### src/rtl/cpu_mc_pkg.sv
// Shared types and constants for the cpu_mc multi-cycle core: FSM states,
// opcodes, ALU control encodings, immediate formats and small helpers.
package cpu_mc_pkg;

    typedef enum logic [2:0] {
        S_BOOT,
        S_FETCH,
        S_DECODE,
        S_EXEC,
        S_MEM,
        S_WB,
        S_HALT
    } state_t;

    localparam logic [6:0] OP_R   = 7'b0110011;
    localparam logic [6:0] OP_I   = 7'b0010011;
    localparam logic [6:0] OP_LW  = 7'b0000011;
    localparam logic [6:0] OP_SW  = 7'b0100011;
    localparam logic [6:0] OP_BEQ = 7'b1100011;
    localparam logic [6:0] OP_JAL = 7'b1101111;

    // Same encodings as the single-cycle controller so both cores share ALU test vectors.
    localparam logic [3:0] ALU_AND = 4'b0000;
    localparam logic [3:0] ALU_OR  = 4'b0001;
    localparam logic [3:0] ALU_ADD = 4'b0010;
    localparam logic [3:0] ALU_SUB = 4'b0110;
    localparam logic [3:0] ALU_SLT = 4'b0111;

    typedef enum logic [1:0] {
        IMM_I,
        IMM_S,
        IMM_B,
        IMM_J
    } imm_sel_t;

    function automatic logic [31:0] build_imm(input logic [31:0] ir, input imm_sel_t sel);
        logic [31:0] imm;
        case (sel)
            IMM_S:   imm = {{20{ir[31]}}, ir[31:25], ir[11:7]};
            IMM_B:   imm = {{19{ir[31]}}, ir[31], ir[7], ir[30:25], ir[11:8], 1'b0};
            IMM_J:   imm = {{11{ir[31]}}, ir[31], ir[19:12], ir[20], ir[30:21], 1'b0};
            default: imm = {{20{ir[31]}}, ir[31:20]};
        endcase
        return imm;
    endfunction

    function automatic logic [31:0] alu_op(input logic [3:0] ctl, input logic [31:0] a,
                                           input logic [31:0] b);
        logic [31:0] y;
        case (ctl)
            ALU_AND: y = a & b;
            ALU_OR:  y = a | b;
            ALU_SUB: y = a - b;
            ALU_SLT: y = {31'd0, $signed(a) < $signed(b)};
            default: y = a + b;
        endcase
        return y;
    endfunction

endpackage

### src/rtl/cpu_mc_regfile.sv
// Architectural register file: two combinational read ports, one write port
// on the clock edge, x0 reads as zero and ignores writes, async clear.
module cpu_mc_regfile #(
    parameter int NREGS = 32
) (
    input  logic        clk,
    input  logic        reset_n,
    input  logic [4:0]  ra1,
    input  logic [4:0]  ra2,
    input  logic        we,
    input  logic [4:0]  wa,
    input  logic [31:0] wd,
    output logic [31:0] rd1,
    output logic [31:0] rd2
);

    localparam int AW = $clog2(NREGS);

    logic [31:0] regs [NREGS];

    // Register storage; index 0 is never written so it stays at its reset value.
    always_ff @(posedge clk or negedge reset_n) begin
        if (!reset_n) begin
            for (int i = 0; i < NREGS; i++) regs[i] <= '0;
        end else if (we && (wa[AW-1:0] != '0)) begin
            regs[wa[AW-1:0]] <= wd;
        end
    end

    // Read ports; x0 forced to zero independent of storage.
    always_comb begin
        rd1 = (ra1[AW-1:0] == '0) ? 32'd0 : regs[ra1[AW-1:0]];
        rd2 = (ra2[AW-1:0] == '0) ? 32'd0 : regs[ra2[AW-1:0]];
    end

endmodule

### src/rtl/cpu_mc.sv
// Multi-cycle RV32I-subset core with one unified req/ready memory port.
// Traps (illegal encoding, misaligned data address or jump target) park the
// core in S_HALT until reset.
// Optional build macro CPU_MC_PERF_EN adds cycle_cnt / instret_cnt outputs.
//
// state    | meaning
// S_BOOT   | one idle cycle after reset release
// S_FETCH  | read instruction at pc, wait for mem_ready
// S_DECODE | read rs1/rs2, build immediate, compute pc+4, reject illegal
// S_EXEC   | ALU op, EA, branch/jump resolve, alignment traps
// S_MEM    | data transfer at EA, wait for mem_ready
// S_WB     | write rd, advance pc
// S_HALT   | trapped; bus idle, pc frozen
module cpu_mc #(
    parameter logic [31:0] RESET_PC = 32'h0000_0000,
    parameter int          NREGS    = 32,
    parameter int          XLEN     = 32
) (
    input  logic        clk,
    input  logic        reset_n,
    output logic        mem_req,
    output logic        mem_we,
    output logic [31:0] mem_addr,
    output logic [31:0] mem_wdata,
    input  logic [31:0] mem_rdata,
    input  logic        mem_ready,
    output logic [31:0] pc,
    output logic        halted
`ifdef CPU_MC_PERF_EN
    ,
    output logic [63:0] cycle_cnt,
    output logic [63:0] instret_cnt
`endif
);
    import cpu_mc_pkg::*;

    if (XLEN != 32) begin : g_xlen_chk
        $error("cpu_mc: XLEN must be 32");
    end
    if ((NREGS != 32) && (NREGS != 16)) begin : g_nregs_chk
        $error("cpu_mc: NREGS must be 32 or 16");
    end

    state_t      state_q, state_d;
    logic [31:0] pc_q, ir_q, a_q, b_q, imm_q, pc4_q, res_q;

    logic [6:0]  opcode, funct7;
    logic [2:0]  funct3;
    logic [4:0]  rd, rs1, rs2;
    logic        legal, idx_ok, is_r, is_lw, is_sw, is_beq, is_jal;
    logic        use_rs1, use_rs2, use_rd;
    logic [3:0]  alu_ctl;
    imm_sel_t    imm_sel;
    logic [31:0] rf_rd1, rf_rd2, alu_y, ea, target;
    logic        take;

    assign opcode = ir_q[6:0];
    assign rd     = ir_q[11:7];
    assign funct3 = ir_q[14:12];
    assign rs1    = ir_q[19:15];
    assign rs2    = ir_q[24:20];
    assign funct7 = ir_q[31:25];

    // Instruction decode from the latched IR.
    always_comb begin
        legal   = 1'b0;
        is_r    = 1'b0;
        is_lw   = 1'b0;
        is_sw   = 1'b0;
        is_beq  = 1'b0;
        is_jal  = 1'b0;
        use_rs1 = 1'b0;
        use_rs2 = 1'b0;
        use_rd  = 1'b0;
        alu_ctl = ALU_ADD;
        imm_sel = IMM_I;
        case (opcode)
            OP_R: begin
                is_r    = 1'b1;
                use_rs1 = 1'b1;
                use_rs2 = 1'b1;
                use_rd  = 1'b1;
                if (funct7 == 7'b0000000) begin
                    case (funct3)
                        3'b000:  begin legal = 1'b1; alu_ctl = ALU_ADD; end
                        3'b111:  begin legal = 1'b1; alu_ctl = ALU_AND; end
                        3'b110:  begin legal = 1'b1; alu_ctl = ALU_OR;  end
                        3'b010:  begin legal = 1'b1; alu_ctl = ALU_SLT; end
                        default: legal = 1'b0;
                    endcase
                end else if ((funct7 == 7'b0100000) && (funct3 == 3'b000)) begin
                    legal   = 1'b1;
                    alu_ctl = ALU_SUB;
                end
            end
            OP_I: begin
                use_rs1 = 1'b1;
                use_rd  = 1'b1;
                case (funct3)
                    3'b000:  begin legal = 1'b1; alu_ctl = ALU_ADD; end
                    3'b111:  begin legal = 1'b1; alu_ctl = ALU_AND; end
                    3'b110:  begin legal = 1'b1; alu_ctl = ALU_OR;  end
                    3'b010:  begin legal = 1'b1; alu_ctl = ALU_SLT; end
                    default: legal = 1'b0;
                endcase
            end
            OP_LW: begin
                is_lw   = 1'b1;
                use_rs1 = 1'b1;
                use_rd  = 1'b1;
                legal   = (funct3 == 3'b010);
            end
            OP_SW: begin
                is_sw   = 1'b1;
                use_rs1 = 1'b1;
                use_rs2 = 1'b1;
                imm_sel = IMM_S;
                legal   = (funct3 == 3'b010);
            end
            OP_BEQ: begin
                is_beq  = 1'b1;
                use_rs1 = 1'b1;
                use_rs2 = 1'b1;
                imm_sel = IMM_B;
                alu_ctl = ALU_SUB;
                legal   = (funct3 == 3'b000);
            end
            OP_JAL: begin
                is_jal  = 1'b1;
                use_rd  = 1'b1;
                imm_sel = IMM_J;
                legal   = 1'b1;
            end
            default: legal = 1'b0;
        endcase
    end

    // RV32E: any register field the instruction actually uses must stay below x16.
    always_comb begin
        idx_ok = 1'b1;
        if (NREGS == 16)
            idx_ok = !((use_rs1 && rs1[4]) || (use_rs2 && rs2[4]) || (use_rd && rd[4]));
    end

    assign alu_y  = alu_op(alu_ctl, a_q, is_r ? b_q : imm_q);
    assign ea     = a_q + imm_q;
    assign target = pc_q + imm_q;
    assign take   = (a_q == b_q);

    cpu_mc_regfile #(.NREGS(NREGS)) u_rf (
        .clk     (clk),
        .reset_n (reset_n),
        .ra1     (rs1),
        .ra2     (rs2),
        .we      (state_q == S_WB),
        .wa      (rd),
        .wd      (res_q),
        .rd1     (rf_rd1),
        .rd2     (rf_rd2)
    );

    // FSM state register.
    always_ff @(posedge clk or negedge reset_n) begin
        if (!reset_n) state_q <= S_BOOT;
        else          state_q <= state_d;
    end

    // Next state and bus outputs; bus fields come straight from held registers so they stay stable during waits.
    always_comb begin
        state_d   = state_q;
        mem_req   = 1'b0;
        mem_we    = 1'b0;
        mem_addr  = 32'd0;
        mem_wdata = 32'd0;
        case (state_q)
            S_BOOT: state_d = S_FETCH;
            S_FETCH: begin
                mem_req  = 1'b1;
                mem_addr = pc_q;
                if (mem_ready) state_d = S_DECODE;
            end
            S_DECODE: state_d = (legal && idx_ok) ? S_EXEC : S_HALT;
            S_EXEC: begin
                if (is_lw || is_sw)
                    state_d = (ea[1:0] != 2'b00) ? S_HALT : S_MEM;
                else if (is_beq)
                    state_d = (take && (target[1:0] != 2'b00)) ? S_HALT : S_FETCH;
                else if (is_jal)
                    state_d = (target[1:0] != 2'b00) ? S_HALT : S_WB;
                else
                    state_d = S_WB;
            end
            S_MEM: begin
                mem_req   = 1'b1;
                mem_we    = is_sw;
                mem_addr  = res_q;
                mem_wdata = b_q;
                if (mem_ready) state_d = is_sw ? S_FETCH : S_WB;
            end
            S_WB:    state_d = S_FETCH;
            S_HALT:  state_d = S_HALT;
            default: state_d = S_HALT;
        endcase
    end

    // Datapath registers; res_q carries EA, ALU result, link address or load data.
    always_ff @(posedge clk or negedge reset_n) begin
        if (!reset_n) begin
            pc_q  <= RESET_PC;
            ir_q  <= '0;
            a_q   <= '0;
            b_q   <= '0;
            imm_q <= '0;
            pc4_q <= '0;
            res_q <= '0;
        end else begin
            case (state_q)
                S_FETCH: if (mem_ready) ir_q <= mem_rdata;
                S_DECODE: begin
                    a_q   <= rf_rd1;
                    b_q   <= rf_rd2;
                    imm_q <= build_imm(ir_q, imm_sel);
                    pc4_q <= pc_q + 32'd4;
                end
                S_EXEC: begin
                    if (is_jal) begin
                        res_q <= pc4_q;
                        if (target[1:0] == 2'b00) pc_q <= target;
                    end else if (is_beq) begin
                        if (!take)                        pc_q <= pc4_q;
                        else if (target[1:0] == 2'b00)    pc_q <= target;
                    end else begin
                        res_q <= (is_lw || is_sw) ? ea : alu_y;
                    end
                end
                S_MEM: begin
                    if (mem_ready) begin
                        if (is_sw) pc_q  <= pc4_q;
                        else       res_q <= mem_rdata;
                    end
                end
                S_WB: if (!is_jal) pc_q <= pc4_q;
                default: ;
            endcase
        end
    end

    assign pc     = pc_q;
    assign halted = (state_q == S_HALT);

`ifdef CPU_MC_PERF_EN
    logic retire;
    assign retire = (state_q == S_WB) ||
                    ((state_q == S_MEM) && is_sw && mem_ready) ||
                    ((state_q == S_EXEC) && is_beq && (state_d == S_FETCH));

    // Performance counters: active cycles and retired instructions.
    always_ff @(posedge clk or negedge reset_n) begin
        if (!reset_n) begin
            cycle_cnt   <= '0;
            instret_cnt <= '0;
        end else begin
            if ((state_q != S_BOOT) && (state_q != S_HALT)) cycle_cnt <= cycle_cnt + 64'd1;
            if (retire) instret_cnt <= instret_cnt + 64'd1;
        end
    end
`endif

endmodule

### config.mk
export PLATFORM = sky130hd
export DESIGN_NAME = cpu_mc
export DESIGN_NICKNAME = d
export VERILOG_FILES = /design/src/rtl/cpu_mc_pkg.sv /design/src/rtl/cpu_mc_regfile.sv /design/src/rtl/cpu_mc.sv
export SDC_FILE = /design/constraint.sdc
export NUM_CORES = 2
export LEC_CHECK = 0
export BUFFER_PORTS_ARGS = -buffer_cell sky130_fd_sc_hd__buf_2
export CORE_MARGIN = 5
export CORE_UTILIZATION = 64
export CTS_CLUSTER_DIAMETER = 50
export DETAILED_ROUTE_END_ITERATION = 8
export PLACE_DENSITY = 0.81
export SLEW_MARGIN = 10
export SYNTH_ARGS = -nofsm -noshare
export SYNTH_HDL_FRONTEND = slang
export SYNTH_SLANG_ARGS = --single-unit
### constraint.sdc
create_clock -name clk -period 5.7 [get_ports clk]
set_clock_uncertainty 0.1 [all_clocks]
set_input_delay 0.57 -clock clk [delete_from_list [all_inputs] [get_ports clk]]
set_output_delay 0.57 -clock clk [all_outputs]
set_load 0.1 [all_outputs]
==> metrics <==
status=finished clean; CP Depth=18; fill count=7200; cell mode on critical path=nand2_1; hold path depth=2; max-cap violations=0; layout cells sized above 1=0.4048; fin area=79280 um2; Ports=134; final setup violation count=0; largest net degree at the start of global routing=166; slowest cell on the critical path=a2111oi_0; ys async rst share=1.000; CORE AREA=112300 um2; Slew Limit Fails=0; mapped cell area=72350 um2; antenna-violating nets left=0; commonest non-fill, non-tap cell in the layout=dfrtp_1; Vert. Die Dim=346.2 um; Vias=51980; fmax=187.1 MHz; Power Density=593.1 nW/um2; multi-input logic area=39090 um2; Syn Area/Cell=13.03 um2; Top FF cell, synth=dfrtp_1; worst slew pin tran=1.392 ns; Critical Path AT=5.88 ns; Worst Setup End Kind=flop; crit-path max FO=9; # nets final=5653; Clock Path Buffers=3; Crit path max-delay family=compound AO/OA/AOI/OAI gates; R2R Setup Slk=0.36 ns; HP Class=input port to flop; htree depth=4; RSZ-0062 raised after global routing=no; clk root buf=clkbuf_16; R2R depth=18; synth unique cells=88; Final Power=47020 uW; worst setup path category=flop to flop; Post-DP HPWL=142700 um; first-pass GRT wire length=345800 um; cell area after placement=74370 um2; worst skew pair latency=0.76 ns; Port Buffers=133; Post-synth EDFFs=0; number of global-route vias before repair=53210; WP buf/inv=2; cell chain of the critical path=nor4bb_1 > nand2_1 > nor2_2 > buf_4 > nand2_1 > nand2_1 > inv_1 > ha_1 > or2_2 > a2111oi_0 > nor4_1 > o21a_1 > a2111oi_2 > o21ba_2 > o21bai_1 > mux2i_1 > a311o_1 > o311ai_1; global placement routability congestion=0.9833; global-route usage over all layers=0.3832; CTS tree=done; syn nets=5754; row count=123; initial drt markers=6596; detailed-route DRC error count=0; P_leak=0.03601 uW; minimum clock period=5.343 ns; TritonCTS Buffers=139; CTS sink cnt=1240; GR Overflow Total=0; post-synthesis sequential area ratio=0.4289; number of synthesized register bits=1240; full die area=119900 um2; most frequent cells in the layout=1227 x dfrtp_1, 1066 x mux2_2, 608 x mux4_2; WP data required=6.24 ns; setup TNS=0 ns; initial antenna violation count=7; peak supply drop=467.6 uV; register area=31070 um2; DR WL/cell=32.64 um; post-CTS setup buffers=0; Hold Vio Cnt, Final=0; Total Wirelength=230800 um; Period Utilization, post-route=0.9375; DIE WIDTH=346.2 um; Post-Synthesis Cells=5555; Layout area overhead=9.577%; largest stage delay on the critical path=0.68 ns; Slew HR=0.07169; vias per cell=7.352; Yosys warnings=0; Initial Utilization=0.6440; DRT Pass-1 Iters=6; Clock transition at path regs=0.06 ns; CP Launch Type=flop
==> power breakdown <==
part | switching [uW] | total, uW | internal [uW]
Combinational | 12500 | 22200 | 9630
Clock | 3900 | 9240 | 5340
Sequential | 4030 | 15600 | 11600
==> through the flow <==
| step | hold slack [ns] | cells | worst slack (ns) | util |
|---|---|---|---|---|
| after floorplan | 0.1744 | 5555 | 1.059 | - |
| after global placement | 0.2769 | 6795 | 0.6126 | 0.6620 |
| after detailed placement | 0.2836 | 6795 | 0.4570 | 0.6620 |
| after CTS | 0.009211 | 7070 | 0.3785 | 0.7057 |
| after global routing | 0.02636 | 7070 | 0.02529 | 0.7057 |
| final | 0.04068 | 7071 | 0.3565 | 0.7057 |
==> repair_timing <==
action                                 CTS  global route
hold buffers                            18             0
gates resized for setup                  0             0
endpoints found under the hold margin  146             0
==> final cells by class <==
cell class / instances / area share
multi-input cells: 3685 / 0.4931
flip-flops and latches: 1240 / 0.3918
clock buffers: 193 / 0.05089
repair buffers: 276 / 0.02648
well taps: 1500 / 0.02367
clock inverters: 64 / 0.008727
inverters: 112 / 0.005303
diodes: 1 / 0.00003156
==> synth_stat cells (7+ instances only) <==
cell type | n | area share
mux4_2 | 608 | 0.19
nand2b_1 | 26 | 0.0022
or2_2 | 11 | 0.00095
o21ai_1 | 21 | 0.0015
a21oi_1 | 214 | 0.015
a211oi_1 | 28 | 0.0029
inv_1 | 112 | 0.0058
o21bai_1 | 16 | 0.0017
nor2b_1 | 42 | 0.0036
xor2_1 | 78 | 0.0094
mux2i_1 | 61 | 0.0084
a22o_1 | 34 | 0.0041
o211ai_1 | 17 | 0.0018
a221o_1 | 7 | 0.00097
a221oi_1 | 23 | 0.0028
a21o_1 | 58 | 0.0060
dfrtp_1 | 1240 | 0.43
o21a_1 | 19 | 0.0020
and3_1 | 13 | 0.0011
o31ai_1 | 35 | 0.0036
clkbuf_1 | 377 | 0.020
or3_1 | 15 | 0.0013
nand3_1 | 47 | 0.0033
nand4_1 | 19 | 0.0016
o22ai_1 | 101 | 0.0087
o221ai_1 | 16 | 0.0019
ha_1 | 160 | 0.028
buf_1 | 100 | 0.0052
buf_2 | 38 | 0.0026
xnor2_1 | 70 | 0.0085
nand2_1 | 305 | 0.016
nor2_1 | 181 | 0.0094
a31oi_1 | 26 | 0.0022
mux2_2 | 1066 | 0.17
o21ai_0 | 159 | 0.011
nor4_1 | 22 | 0.0019
and2_1 | 42 | 0.0036
nor3_1 | 35 | 0.0024
==> flip-flops by register name, summed over array words and instances (netlist names), 21 cells and up <==
signal,cells
imm_q,21
u_rf.regs,1024
ir_q,32
pc,32
b_q,32
a_q,32
res_q,32
pc4_q,32
==> kinds of logic after synthesis <==
kind of cell,count (synthesis),share of synthesized area
and+or+nand+nor,784,0.05051
AOI/OAI and AO/OA,854,0.07675
muxes,1735,0.3636
DFF,1240,0.4289
buffers and inverters,630,0.03360
xor gates and xnor gates,148,0.01792
adders and majority gates,164,0.02878
==> worst register-to-register path, stage by stage, from the launching register on <==
cell	delay, ns
dfrtp_1	0.40
nor4bb_1	0.52
nand2_1	0.28
nor2_2	0.47
buf_4	0.28
nand2_1	0.07
nand2_1	0.10
inv_1	0.07
ha_1	0.24
or2_2	0.31
a2111oi_0	0.68
nor4_1	0.10
o21a_1	0.21
a2111oi_2	0.53
o21ba_2	0.24
o21bai_1	0.08
mux2i_1	0.13
a311o_1	0.34
o311ai_1	0.09
==> final timing paths <==
kind                                       startpoint                    endpoint
setup / recovery                  ir_q[2]$_DFFE_PN0P_       res_q[28]$_DFFE_PN0P_
hold / removal                           mem_rdata[5]         ir_q[5]$_DFFE_PN0P_
setup reg to reg                  ir_q[2]$_DFFE_PN0P_       res_q[28]$_DFFE_PN0P_
hold reg to reg            u_rf.regs[998]$_DFFE_PN0P_  u_rf.regs[998]$_DFFE_PN0P_
max in group asynchronous                     reset_n        res_q[7]$_DFFE_PN0P_
min in group asynchronous                     reset_n  u_rf.regs[196]$_DFFE_PN0P_
==> metal layers <==
layer | vias up | global-route usage | part of all wire
met1 | 26760 | 0.5169 | 0.36
met3 | 846 | 0.1031 | 0.12
met5 | - | 0.001570 | 0.00012
met2 | 3491 | 0.5727 | 0.45
met4 | 4 | 0.2132 | 0.066
li1 | 20880 | - | -
Power figures use the tool's default switching activity.
